<file path="config.mk">
export PLATFORM = sky130hd
export DESIGN_NAME = pipe_stage_elastic
export DESIGN_NICKNAME = d
export VERILOG_FILES = /design/src/rtl/pipe_stage_elastic.sv
export SDC_FILE = /design/constraint.sdc
export NUM_CORES = 1
export LEC_CHECK = 0
export BUFFER_PORTS_ARGS = -buffer_cell sky130_fd_sc_hd__buf_4
export CAP_MARGIN = 20
export CORE_MARGIN = 8
export CORE_UTILIZATION = 45
export CTS_CLUSTER_SIZE = 12
export DETAILED_ROUTE_END_ITERATION = 10
export PLACE_DENSITY = 0.77
export SLEW_MARGIN = 30
export SYNTH_ARGS = -nofsm -noshare
export SYNTH_HDL_FRONTEND = slang
export SYNTH_SLANG_ARGS = --single-unit
</file>
<file path="constraint.sdc">
create_clock -name clk -period 6.05 [get_ports clk]
set_input_delay 1.5125 -clock clk [delete_from_list [all_inputs] [get_ports clk]]
set_output_delay 1.5125 -clock clk [all_outputs]
set_load 0.02 [all_outputs]
</file>
<file path="src/rtl/pipe_stage_elastic.sv">
// pipe_stage_elastic: elastic valid/ready pipeline register with a 2-entry skid buffer.
//
// Carries one opaque payload word between two pipeline stages. The main entry drives the
// output. The skid entry catches the beat accepted in the cycle the output stalls, so
// in_ready_o can come straight from a flop. flush_i synchronously empties the stage.
//
// Ports:
//   clk               rising-edge clock
//   rst               asynchronous, active-high reset
//   flush_i           synchronous kill of held and incoming entries
//   in_valid_i        upstream payload valid
//   in_ready_o        stage can accept this cycle (registered)
//   in_data_i         upstream payload
//   out_valid_o       output payload valid (registered)
//   out_ready_i       downstream accepts this cycle
//   out_data_o        payload; NOP_VALUE whenever out_valid_o is low
//   occupancy_o       number of held entries, 0..2
//   perf_stall_cnt_o  saturating count of stalled-output cycles (PIPE_STAGE_PERF_EN only)
//   perf_bubble_cnt_o saturating count of bubble cycles (PIPE_STAGE_PERF_EN only)
//
// Optional feature: define PIPE_STAGE_PERF_EN to add the two performance counters.

module pipe_stage_elastic #(
  parameter int unsigned       DATA_W    = 32,
  parameter logic [DATA_W-1:0] NOP_VALUE = {DATA_W{1'b0}},
  parameter int unsigned       CNT_W     = 32
) (
  input  logic              clk,
  input  logic              rst,
  input  logic              flush_i,
  input  logic              in_valid_i,
  output logic              in_ready_o,
  input  logic [DATA_W-1:0] in_data_i,
  output logic              out_valid_o,
  input  logic              out_ready_i,
  output logic [DATA_W-1:0] out_data_o,
  output logic [1:0]        occupancy_o
`ifdef PIPE_STAGE_PERF_EN
  ,
  output logic [CNT_W-1:0]  perf_stall_cnt_o,
  output logic [CNT_W-1:0]  perf_bubble_cnt_o
`endif
);

  logic              main_v_q, main_v_d;
  logic              skid_v_q, skid_v_d;
  logic [DATA_W-1:0] main_data_q, main_data_d;
  logic [DATA_W-1:0] skid_data_q, skid_data_d;
  logic              ready_q;
  logic              accept, emit;

  assign accept = in_valid_i & ready_q;
  assign emit   = main_v_q & out_ready_i;

  always_comb begin
    main_v_d    = main_v_q;
    skid_v_d    = skid_v_q;
    main_data_d = main_data_q;
    skid_data_d = skid_data_q;
    if (flush_i) begin
      main_v_d = 1'b0;
      skid_v_d = 1'b0;
    end else begin
      unique case ({main_v_q, skid_v_q})
        2'b00: begin
          if (accept) begin
            main_v_d    = 1'b1;
            main_data_d = in_data_i;
          end
        end
        2'b10: begin
          if (emit && accept) begin
            main_data_d = in_data_i;
          end else if (emit) begin
            main_v_d = 1'b0;
          end else if (accept) begin
            skid_v_d    = 1'b1;
            skid_data_d = in_data_i;
          end
        end
        2'b11: begin
          // Full: ready is low so nothing is accepted; skid moves up behind main.
          if (emit) begin
            main_data_d = skid_data_q;
            skid_v_d    = 1'b0;
          end
        end
        default: begin
          // Skid without main cannot occur; recover to empty.
          main_v_d = 1'b0;
          skid_v_d = 1'b0;
        end
      endcase
    end
  end

  always_ff @(posedge clk or posedge rst) begin
    if (rst) begin
      main_v_q    <= 1'b0;
      skid_v_q    <= 1'b0;
      main_data_q <= NOP_VALUE;
      skid_data_q <= NOP_VALUE;
      ready_q     <= 1'b0;
    end else begin
      main_v_q    <= main_v_d;
      skid_v_q    <= skid_v_d;
      main_data_q <= main_data_d;
      skid_data_q <= skid_data_d;
      // Ready tracks the next skid state so it is a flop yet equals ~skid_v.
      ready_q     <= ~skid_v_d;
    end
  end

  assign in_ready_o  = ready_q;
  assign out_valid_o = main_v_q;
  assign out_data_o  = main_v_q ? main_data_q : NOP_VALUE;
  assign occupancy_o = {1'b0, main_v_q} + {1'b0, skid_v_q};

`ifdef PIPE_STAGE_PERF_EN
  localparam logic [CNT_W-1:0] CntMax = {CNT_W{1'b1}};

  logic [CNT_W-1:0] stall_cnt_q;
  logic [CNT_W-1:0] bubble_cnt_q;

  // Saturating counters; only rst clears them, flush leaves them alone.
  always_ff @(posedge clk or posedge rst) begin
    if (rst) begin
      stall_cnt_q  <= '0;
      bubble_cnt_q <= '0;
    end else begin
      if (main_v_q && !out_ready_i && (stall_cnt_q != CntMax)) begin
        stall_cnt_q <= stall_cnt_q + CNT_W'(1);
      end
      if (!main_v_q && !flush_i && (bubble_cnt_q != CntMax)) begin
        bubble_cnt_q <= bubble_cnt_q + CNT_W'(1);
      end
    end
  end

  assign perf_stall_cnt_o  = stall_cnt_q;
  assign perf_bubble_cnt_o = bubble_cnt_q;
`else
  // Keeps CNT_W referenced when the counters are compiled out.
  logic [CNT_W-1:0] unused_cnt_w;
  assign unused_cnt_w = '0;
`endif

endmodule

</file>
==> results of run 1 <==
==> critical path, cell delays in order (launching register included) <==
cell     delay, ns
dfrtp_1       0.42
ha_2          0.82
buf_4         0.28
==> final cells by class <==
class                      instances  area (sq um)  share of cell area [%]
clock inverter                     3          15.0                   0.373
tap                               99           124                    3.08
multi-input combinational        149          1470                    36.6
inverter                           3          11.3                   0.280
clock buffer                      11           151                    3.76
timing repair buffer              76           571                    14.2
sequential                        67          1680                    41.7
==> stage by stage <==
stage	hold slack [ns]	cell area, sq um
floorplan	0.449	3250
global placement	0.463	3860
CTS	0.489	4020
finish	0.485	4020
detailed placement	0.474	3860
global route	0.501	4020
==> kinds of logic (layout without fill, tap and decap cells) <==
kind of cell / after synthesis / after routing / synth area share (%)
multiplexers: 96 / 96 / 33.2
flip-flops: 67 / 67 / 51.5
AND/OR/NAND/NOR: 40 / 40 / 8.00
AO/OA/AOI/OAI: 9 / 9 / 2.46
adder cells (fa/ha/maj): 4 / 4 / 1.54
buffers and inverters: 18 / 93 / 3.27
==> registers in the layout, summed over array words and instances (netlist names) <==
register	flops
main_data_q	32
out_valid_o	1
in_ready_o	1
skid_data_q	32
skid_v_q	1
==> worst max-delay path by stage <==
stage                        start        endpoint  slack, ns  cells after the start
after global placement     flush_i  main_data_q[2]       2.49                      5
final                     skid_v_q  occupancy_o[1]       2.69                      2
after global routing      skid_v_q  occupancy_o[1]       2.59                      2
after CTS                 skid_v_q  occupancy_o[1]       2.65                      2
after detailed placement   flush_i  main_data_q[6]       2.45                      5
after floorplan                rst      in_ready_o       2.85                      1
==> cell usage after synthesis <==
| library cell | n | share of area (%) |
|---|---|---|
| a2111oi_4 | 1 | 0.85 |
| a211oi_1 | 1 | 0.23 |
| a21boi_0 | 1 | 0.23 |
| a21boi_1 | 1 | 0.23 |
| a21o_1 | 1 | 0.23 |
| a21oi_1 | 2 | 0.31 |
| and2_1 | 33 | 6.3 |
| and4b_1 | 1 | 0.31 |
| buf_1 | 1 | 0.12 |
| buf_2 | 1 | 0.15 |
| buf_4 | 4 | 0.92 |
| buf_6 | 3 | 1.0 |
| clkbuf_1 | 6 | 0.69 |
| dfrtp_1 | 67 | 52 |
| ha_1 | 4 | 1.5 |
| inv_1 | 3 | 0.35 |
| mux2_1 | 7 | 2.4 |
| mux2_2 | 89 | 31 |
| nand2_1 | 1 | 0.12 |
| nand3_1 | 1 | 0.15 |
| nand4_4 | 1 | 0.65 |
| nor2_1 | 2 | 0.23 |
| o21ai_0 | 1 | 0.15 |
| o31ai_1 | 1 | 0.23 |
| or2_2 | 1 | 0.19 |
==> power by group <==
part           switching, mW  internal, mW
logic                  0.214         0.284
registers             0.0965         0.660
clock network          0.154         0.164
==> per-layer routing <==
| layer | routed length, um | global-route usage (%) |
|---|---|---|
| met3 | 260 | 3.11 |
| met1 | 2940 | 16.5 |
| met2 | 3280 | 22.5 |
| met4 | 104 | 7.56 |
| met5 | 0 | 0 |
==> results.json, run 1 <==
{
  "status": "completed",
  "clock_skew_ns": 0.00607,
  "wl_per_cell_um": 16.1,
  "n_antenna_cell": 0,
  "maxSlewHeadroom_pct": 39.6,
  "hold_path_end": "main_data_q[12]",
  "cts_setup_buffers": 0,
  "fin_total_pwr_mw": 1.57,
  "ys_ff_latch": 67,
  "dieArea_sq_um": 10200,
  "cts_tree": "yes",
  "final_nets": 347,
  "layout-drive-gt1-share_pct": 59.5,
  "hold_class": "reg2reg",
  "seq_area_frac_synth_pct": 51.5,
  "required_ns": 4.54,
  "first_global_vias": 2268,
  "clkTransAtPathRegs_ns": 0.07,
  "die_w_um": 101,
  "pwr_density_cell_nw_per_um2": 391,
  "dp_slack_ns": 2.45,
  "cts_hold_buf": 0,
  "cts-resized-gates": 0,
  "cp-end-kind": "primary output",
  "maxCapViolCount": 0,
  "cp.arrival_ns": 1.85,
  "grt_first_pass_wirelength_um": 10900,
  "hold_depth": 1,
  "vias": 2014,
  "routed_wl_um": 6590,
  "ir_drop_uv": 178,
  "cts_num_sinks": 67,
  "period_needed_ns": 3.36,
  "ys.warnings.count": 0,
  "place_congestion": 0.712,
  "vias_per_cell": 4.94,
  "max_freq_mhz": 298,
  "r2r_slack_ns": 3.06,
  "worst-setup-path-type": "reg2out",
  "grt_max_degree": 68,
  "reg2regPathDepth": 7,
  "synth.distinct_cells": 25,
  "layout_common_cells": "mux2_2, buf_4, dfrtp_1",
  "min_period_over_period_pct": 55.5,
  "finalHoldViolCount": 0,
  "rows": 31,
  "drt-initial-drc-count": 72,
  "dp_cells": 394,
  "crit_fanout": 36,
  "grt_use_total_pct": 13.8,
  "fin_util_pct": 56.4,
  "start_util_pct": 45.6,
  "grt_setup_unrepaired": "no",
  "cts_buffers": 9,
  "chipHeight_um": 101,
  "dr.pass1.iters": 4,
  "startpoint_type": "flop",
  "r2r-start": "out_valid_o",
  "setup_viol": 0,
  "ctsHtreeMaxLevel": 3,
  "fillCellCount": 601,
  "io_pins": 73,
  "synth_area_sq_um": 3250,
  "layout_commonest_cell": "mux2_2",
  "setup_tns_ns": 0,
  "drc_errors": 0,
  "worst_slew_pin_slew_ns": 0.906,
  "cts_root_buffer": "clkbuf_8",
  "insertion_delay_ns": 0.33,
  "drt.antenna.violating_nets": 0,
  "core_area_sq_um": 7140,
  "port_buffers": 72,
  "finalMaxSlewViolations": 0,
  "min-delay-start": "main_data_q[12]",
  "setup_slack_ns": 2.69,
  "syn_nets": 275,
  "p_leak_nw": 1.79,
  "antenna_found_initial": 0,
  "syn_inst": 234,
  "avgSynthCellArea_sq_um": 13.9,
  "dp_hpwl_um": 4530,
  "clock_path_buffers": 2,
  "final_cells": 408,
  "area_growth_pct": 23.6,
  "gr-total-overflow": 0,
  "r2r-end": "main_data_q[31]"
}
Note: power is estimated with default switching activity, not from simulation.
==> inputs of run 2 (changes only) <==
--- a/config.mk
+++ b/config.mk
@@ -11,7 +11,7 @@
 export CORE_UTILIZATION = 45
 export CTS_CLUSTER_SIZE = 12
 export DETAILED_ROUTE_END_ITERATION = 10
-export PLACE_DENSITY = 0.77
+export PLACE_DENSITY = 0.8
 export SLEW_MARGIN = 30
 export SYNTH_ARGS = -nofsm -noshare
 export SYNTH_HDL_FRONTEND = slang
==> constraint.sdc (replaced) <==
create_clock -name clk -period 2.9 [get_ports clk]
set_input_delay 0.725 -clock clk [delete_from_list [all_inputs] [get_ports clk]]
set_output_delay 0.725 -clock clk [all_outputs]
set_load 0.02 [all_outputs]
==> results.json, run 2 (synthesis gave the netlist of run 1 again) <==
{
  "grt_first_pass_wirelength_um": 11200,
  "grt_use_total_pct": 14.2,
  "clockPowerShare_pct": 24.9,
  "gr-total-overflow": 0,
  "cts-resized-gates": 0,
  "fillCellCount": 627,
  "switching_share_pct": 28.2,
  "drt-initial-drc-count": 54,
  "setup_tns_ns": 0,
  "dieArea_sq_um": 10200,
  "cpPeakStageDelay_ns": 0.43,
  "vias_per_cell": 5.00,
  "startpoint_type": "flop",
  "combinationalPowerShare_pct": 30.0,
  "vias": 2069,
  "final_cells": 414,
  "wl_per_cell_um": 16.3,
  "ir_drop_uv": 574,
  "clock_path_buffers": 2,
  "antenna_found_initial": 0,
  "routed_wl_um": 6750,
  "stdcell_area_sq_um": 4130,
  "maxCapViolCount": 0,
  "r2r-end": "main_data_q[27]",
  "cts_root_buffer": "clkbuf_8",
  "final_nets": 351,
  "path_cells": "buf_4 > ha_2 > buf_4 > buf_4",
  "worst-setup-path-type": "reg2out",
  "min_period_over_period_pct": 81.2,
  "max_freq_mhz": 425,
  "clock_skew_ns": 0.00847,
  "crit_path_frequent_cell": "buf_4",
  "placed_area_sq_um": 3900,
  "multiInputGateArea_sq_um": 1480,
  "finalHoldViolCount": 0,
  "ctsHtreeMaxLevel": 3,
  "setup_viol": 0,
  "p_leak_nw": 1.84,
  "start_util_pct": 45.6,
  "cts_setup_buffers": 0,
  "grt_max_degree": 40,
  "n_antenna_cell": 0,
  "hold_slack_ns": 0.478,
  "r2r-start": "out_valid_o",
  "first_global_vias": 2312,
  "insertion_delay_ns": 0.33,
  "grt_setup_unrepaired": "no",
  "seqCellArea_sq_um": 1680,
  "cts_tree": "yes",
  "maxSlewHeadroom_pct": 57.1,
  "net-switching-power_mw": 0.984,
  "layout_commonest_cell": "mux2_2",
  "cts_buffers": 9,
  "rows": 31,
  "die_w_um": 101,
  "fin_util_pct": 57.8,
  "chipHeight_um": 101,
  "cts_num_sinks": 67,
  "place_congestion": 0.787,
  "io_pins": 73,
  "core_area_sq_um": 7140,
  "p_int_mw": 2.51,
  "area_growth_pct": 26.8,
  "crit_slowest_cell": "dfrtp_1",
  "period_needed_ns": 2.35,
  "finalMaxSlewViolations": 0,
  "dp_hpwl_um": 4780,
  "r2r_slack_ns": 0.78,
  "cp.arrival_ns": 1.63,
  "layout_common_cells": "mux2_2, buf_4, dfrtp_1",
  "cts_hold_buf": 0,
  "layout-drive-gt1-share_pct": 60.3,
  "reg_top3": "main_data_q x32, skid_data_q x32",
  "worst_slew_pin_slew_ns": 0.642,
  "drt.antenna.violating_nets": 0,
  "crit_fanout": 17,
  "pwr-share-seq_pct": 45.1,
  "reg2regPathDepth": 6,
  "port_buffers": 72,
  "status": "completed",
  "drc_errors": 0,
  "dp_cells": 398,
  "pwr_density_cell_nw_per_um2": 846,
  "dr.pass1.iters": 4,
  "clkTransAtPathRegs_ns": 0.07,
  "hold_class": "in2async",
  "cp-end-kind": "primary output",
  "required_ns": 2.17
}
run 2: critical path: cells and delay by family, from the launching register on:
family	cells	cell delay, ns
buffers and inverters	3	0.65
flip-flops	1	0.43
adder cells (fa/ha/maj)	1	0.21
run 2: metrics by stage:
stage          total power, mW  setup WS, ns
3_3_place_gp              2.60         0.709
3_5_place_dp              2.67         0.675
4_1_cts                   3.54         0.519
2_1_floorplan             2.30         0.427
6_report                  3.49         0.546
5_1_grt                   3.71         0.424
run 2: area by class of cell:
class / instances / share of cell area [%]
repair buffers: 80 / 14.9
multi-input cells: 149 / 35.7
flip-flops and latches: 67 / 40.6
inverters: 3 / 0.273
clock inverters: 4 / 1.76
well taps: 99 / 3.00
clock buffers: 12 / 3.76
run 2: power groups by stage:
stage          clock [mW]  combinational (mW)  sequential (mW)
3_3_place_gp            0                1.03             1.57
6_report            0.870                1.05             1.58
4_1_cts             0.892                1.07             1.58
5_1_grt             0.930                1.14             1.64
3_5_place_dp            0                1.07             1.60
2_1_floorplan           0               0.770             1.53
run 2: how the worst max path moves through the flow:
stage                            from  slack [ns]               to
after floorplan           out_valid_o        0.43  main_data_q[13]
after global placement        flush_i        0.71  main_data_q[18]
after detailed placement      flush_i        0.68  main_data_q[19]
after CTS                 out_valid_o        0.52   occupancy_o[1]
after global routing      out_valid_o        0.42   occupancy_o[1]
final                     out_valid_o        0.55   occupancy_o[1]
run 2: layer usage:
layer | vias to the layer above | GRT usage (%) | wire length [um]
met2 | 42 | 24.0 | 3460
met3 | 12 | 4.56 | 416
met5 | - | 0 | 0
li1 | 970 | - | -
met4 | 0 | 6.87 | 113
met1 | 1045 | 15.8 | 2760
==> inputs of run 3 (changes only) <==
==> constraint.sdc (replaced) <==
create_clock -name clk -period 2.1 [get_ports clk]
set_input_delay 0.525 -clock clk [delete_from_list [all_inputs] [get_ports clk]]
set_output_delay 0.525 -clock clk [all_outputs]
set_load 0.02 [all_outputs]
==> results.json, run 3 (synthesis gave the netlist of run 1 again) <==
{
  "place_congestion": 0.856,
  "maxSlewHeadroom_pct": 66.9,
  "rows": 31,
  "gr-total-overflow": 0,
  "period_needed_ns": 2.01,
  "routed_wl_um": 6840,
  "cts_buffers": 9,
  "cp-end-kind": "flop",
  "required_ns": 2.32,
  "port_buffers": 72,
  "chipHeight_um": 101,
  "drt.antenna.violating_nets": 0,
  "vias": 2077,
  "dp_cells": 401,
  "vias_per_cell": 4.98,
  "hold_class": "in2async",
  "final_nets": 354,
  "startpoint_type": "flop",
  "use_met1_pct": 16.3,
  "maxCapViolCount": 0,
  "clkTransAtPathRegs_ns": 0.07,
  "cpPeakStageDelay_ns": 0.40,
  "core_area_sq_um": 7140,
  "die_w_um": 101,
  "cts_setup_buffers": 0,
  "reg2regPathDepth": 6,
  "io_pins": 73,
  "crit_fanout": 27,
  "grt_util_met2_pct": 23.5,
  "cts_root_buffer": "clkbuf_8",
  "r2r-end": "main_data_q[22]",
  "path_cells": "inv_2 > ha_2 > or2_4 > a2111oi_4 > buf_12 > mux2_2",
  "layout_commonest_cell": "mux2_2",
  "cts_num_sinks": 67,
  "cts_tree": "yes",
  "fin_util_pct": 59.0,
  "grt_setup_unrepaired": "no",
  "hold_slack_ns": 0.219,
  "setup_viol": 0,
  "ctsHtreeMaxLevel": 3,
  "worst_slew_pin_slew_ns": 0.495,
  "n_antenna_cell": 0,
  "drc_errors": 0,
  "multiInputGateArea_sq_um": 1490,
  "critical_path_buf_inv_count": 2,
  "grt_max_degree": 36,
  "fillCellCount": 617,
  "final_cells": 417,
  "fin_total_pwr_mw": 4.95,
  "grt_first_pass_wirelength_um": 11100,
  "first_global_vias": 2275,
  "dr.pass1.iters": 4,
  "r2r_slack_ns": 0.09,
  "grt_use_total_pct": 14.1,
  "cts_hold_buf": 0,
  "worst-setup-path-type": "reg2reg",
  "clock_skew_ns": 0.00634,
  "r2r-start": "out_valid_o",
  "busiest_layer": "met2",
  "clock_path_buffers": 2,
  "finalMaxSlewViolations": 0,
  "dp_hpwl_um": 4860,
  "dieArea_sq_um": 10200,
  "reg_top3": "main_data_q x32, skid_data_q x32",
  "insertion_delay_ns": 0.33,
  "wl_per_cell_um": 16.4,
  "seqCellArea_sq_um": 1680,
  "layout_common_cells": "mux2_2, buf_4, dfrtp_1",
  "pwr_density_cell_nw_per_um2": 1170,
  "cp.arrival_ns": 2.23,
  "grtUsageMet3_pct": 3.31,
  "antenna_found_initial": 0,
  "status": "completed",
  "start_util_pct": 45.6,
  "crit_slowest_cell": "dfrtp_2",
  "layout-drive-gt1-share_pct": 61.9,
  "max_freq_mhz": 497,
  "cp_top_family": "flip-flops",
  "area_growth_pct": 29.4,
  "finalHoldViolCount": 0,
  "p_leak_nw": 1.87,
  "ir_drop_uv": 545,
  "drt-initial-drc-count": 83,
  "min_period_over_period_pct": 95.9
}
## run 3: cell count changes in the layout (fill, tap and decap cells not counted), sizes merged
cell      change
clkbuf        +1
clkinvlp      +1
clkinv        -1
buf           +3
inv           -1
## run 3: area by class of cell
cell class	instances	area share, %
repair buffers	83	15.6
inverters	3	0.357
multi-input cells	149	35.4
clock buffers	13	4.25
flip-flops and latches	67	39.9
well taps	99	2.94
clock inverters	3	1.60
## run 3: how the worst max path moves through the flow
stage                      from  depth (start not counted)  slack [ns]               to
detailed placement      flush_i                          5        0.05  main_data_q[20]
finish              out_valid_o                          6        0.09  main_data_q[22]
global placement        flush_i                          5         0.1  main_data_q[29]
global route        out_valid_o                          6       0.005  main_data_q[26]
floorplan           out_valid_o                          8       -0.20  main_data_q[13]
CTS                    skid_v_q                          3        0.07   occupancy_o[1]
## run 3: report_power, final
group	switching, mW	internal, mW
clock network	0.478	0.799
registers	0.276	1.90
logic	0.624	0.868
## run 3: repair_timing
action / CTS / global route
gates resized for setup: 1 / 2
pin swaps: 0 / 0
setup endpoints to repair: 1 / 1
endpoints found under the hold margin: 0 / 0
## run 3: through the flow
| step | setup slack [ns] | area, sq um | setup TNS, ns |
|---|---|---|---|
| after floorplan | -0.195 | 3290 | -5.79 |
| after global placement | 0.0951 | 3960 | 0 |
| after detailed placement | 0.0550 | 3960 | 0 |
| after CTS | 0.0693 | 4210 | 0 |
| after global routing | 0.00529 | 4210 | 0 |
| final | 0.0863 | 4210 | 0 |
## run 3: worst register-to-register path: stages, from the launching register on
cell       delay [ns]
dfrtp_2          0.40
inv_2            0.05
ha_2             0.17
or2_4            0.26
a2111oi_4        0.40
buf_12           0.26
mux2_2           0.36
## run 3: routing by layer
metal	share of wire, %	vias up
li1	-	969
met1	43	1029
met2	49	65
met3	5.6	14
met4	2.2	0
met5	0	-
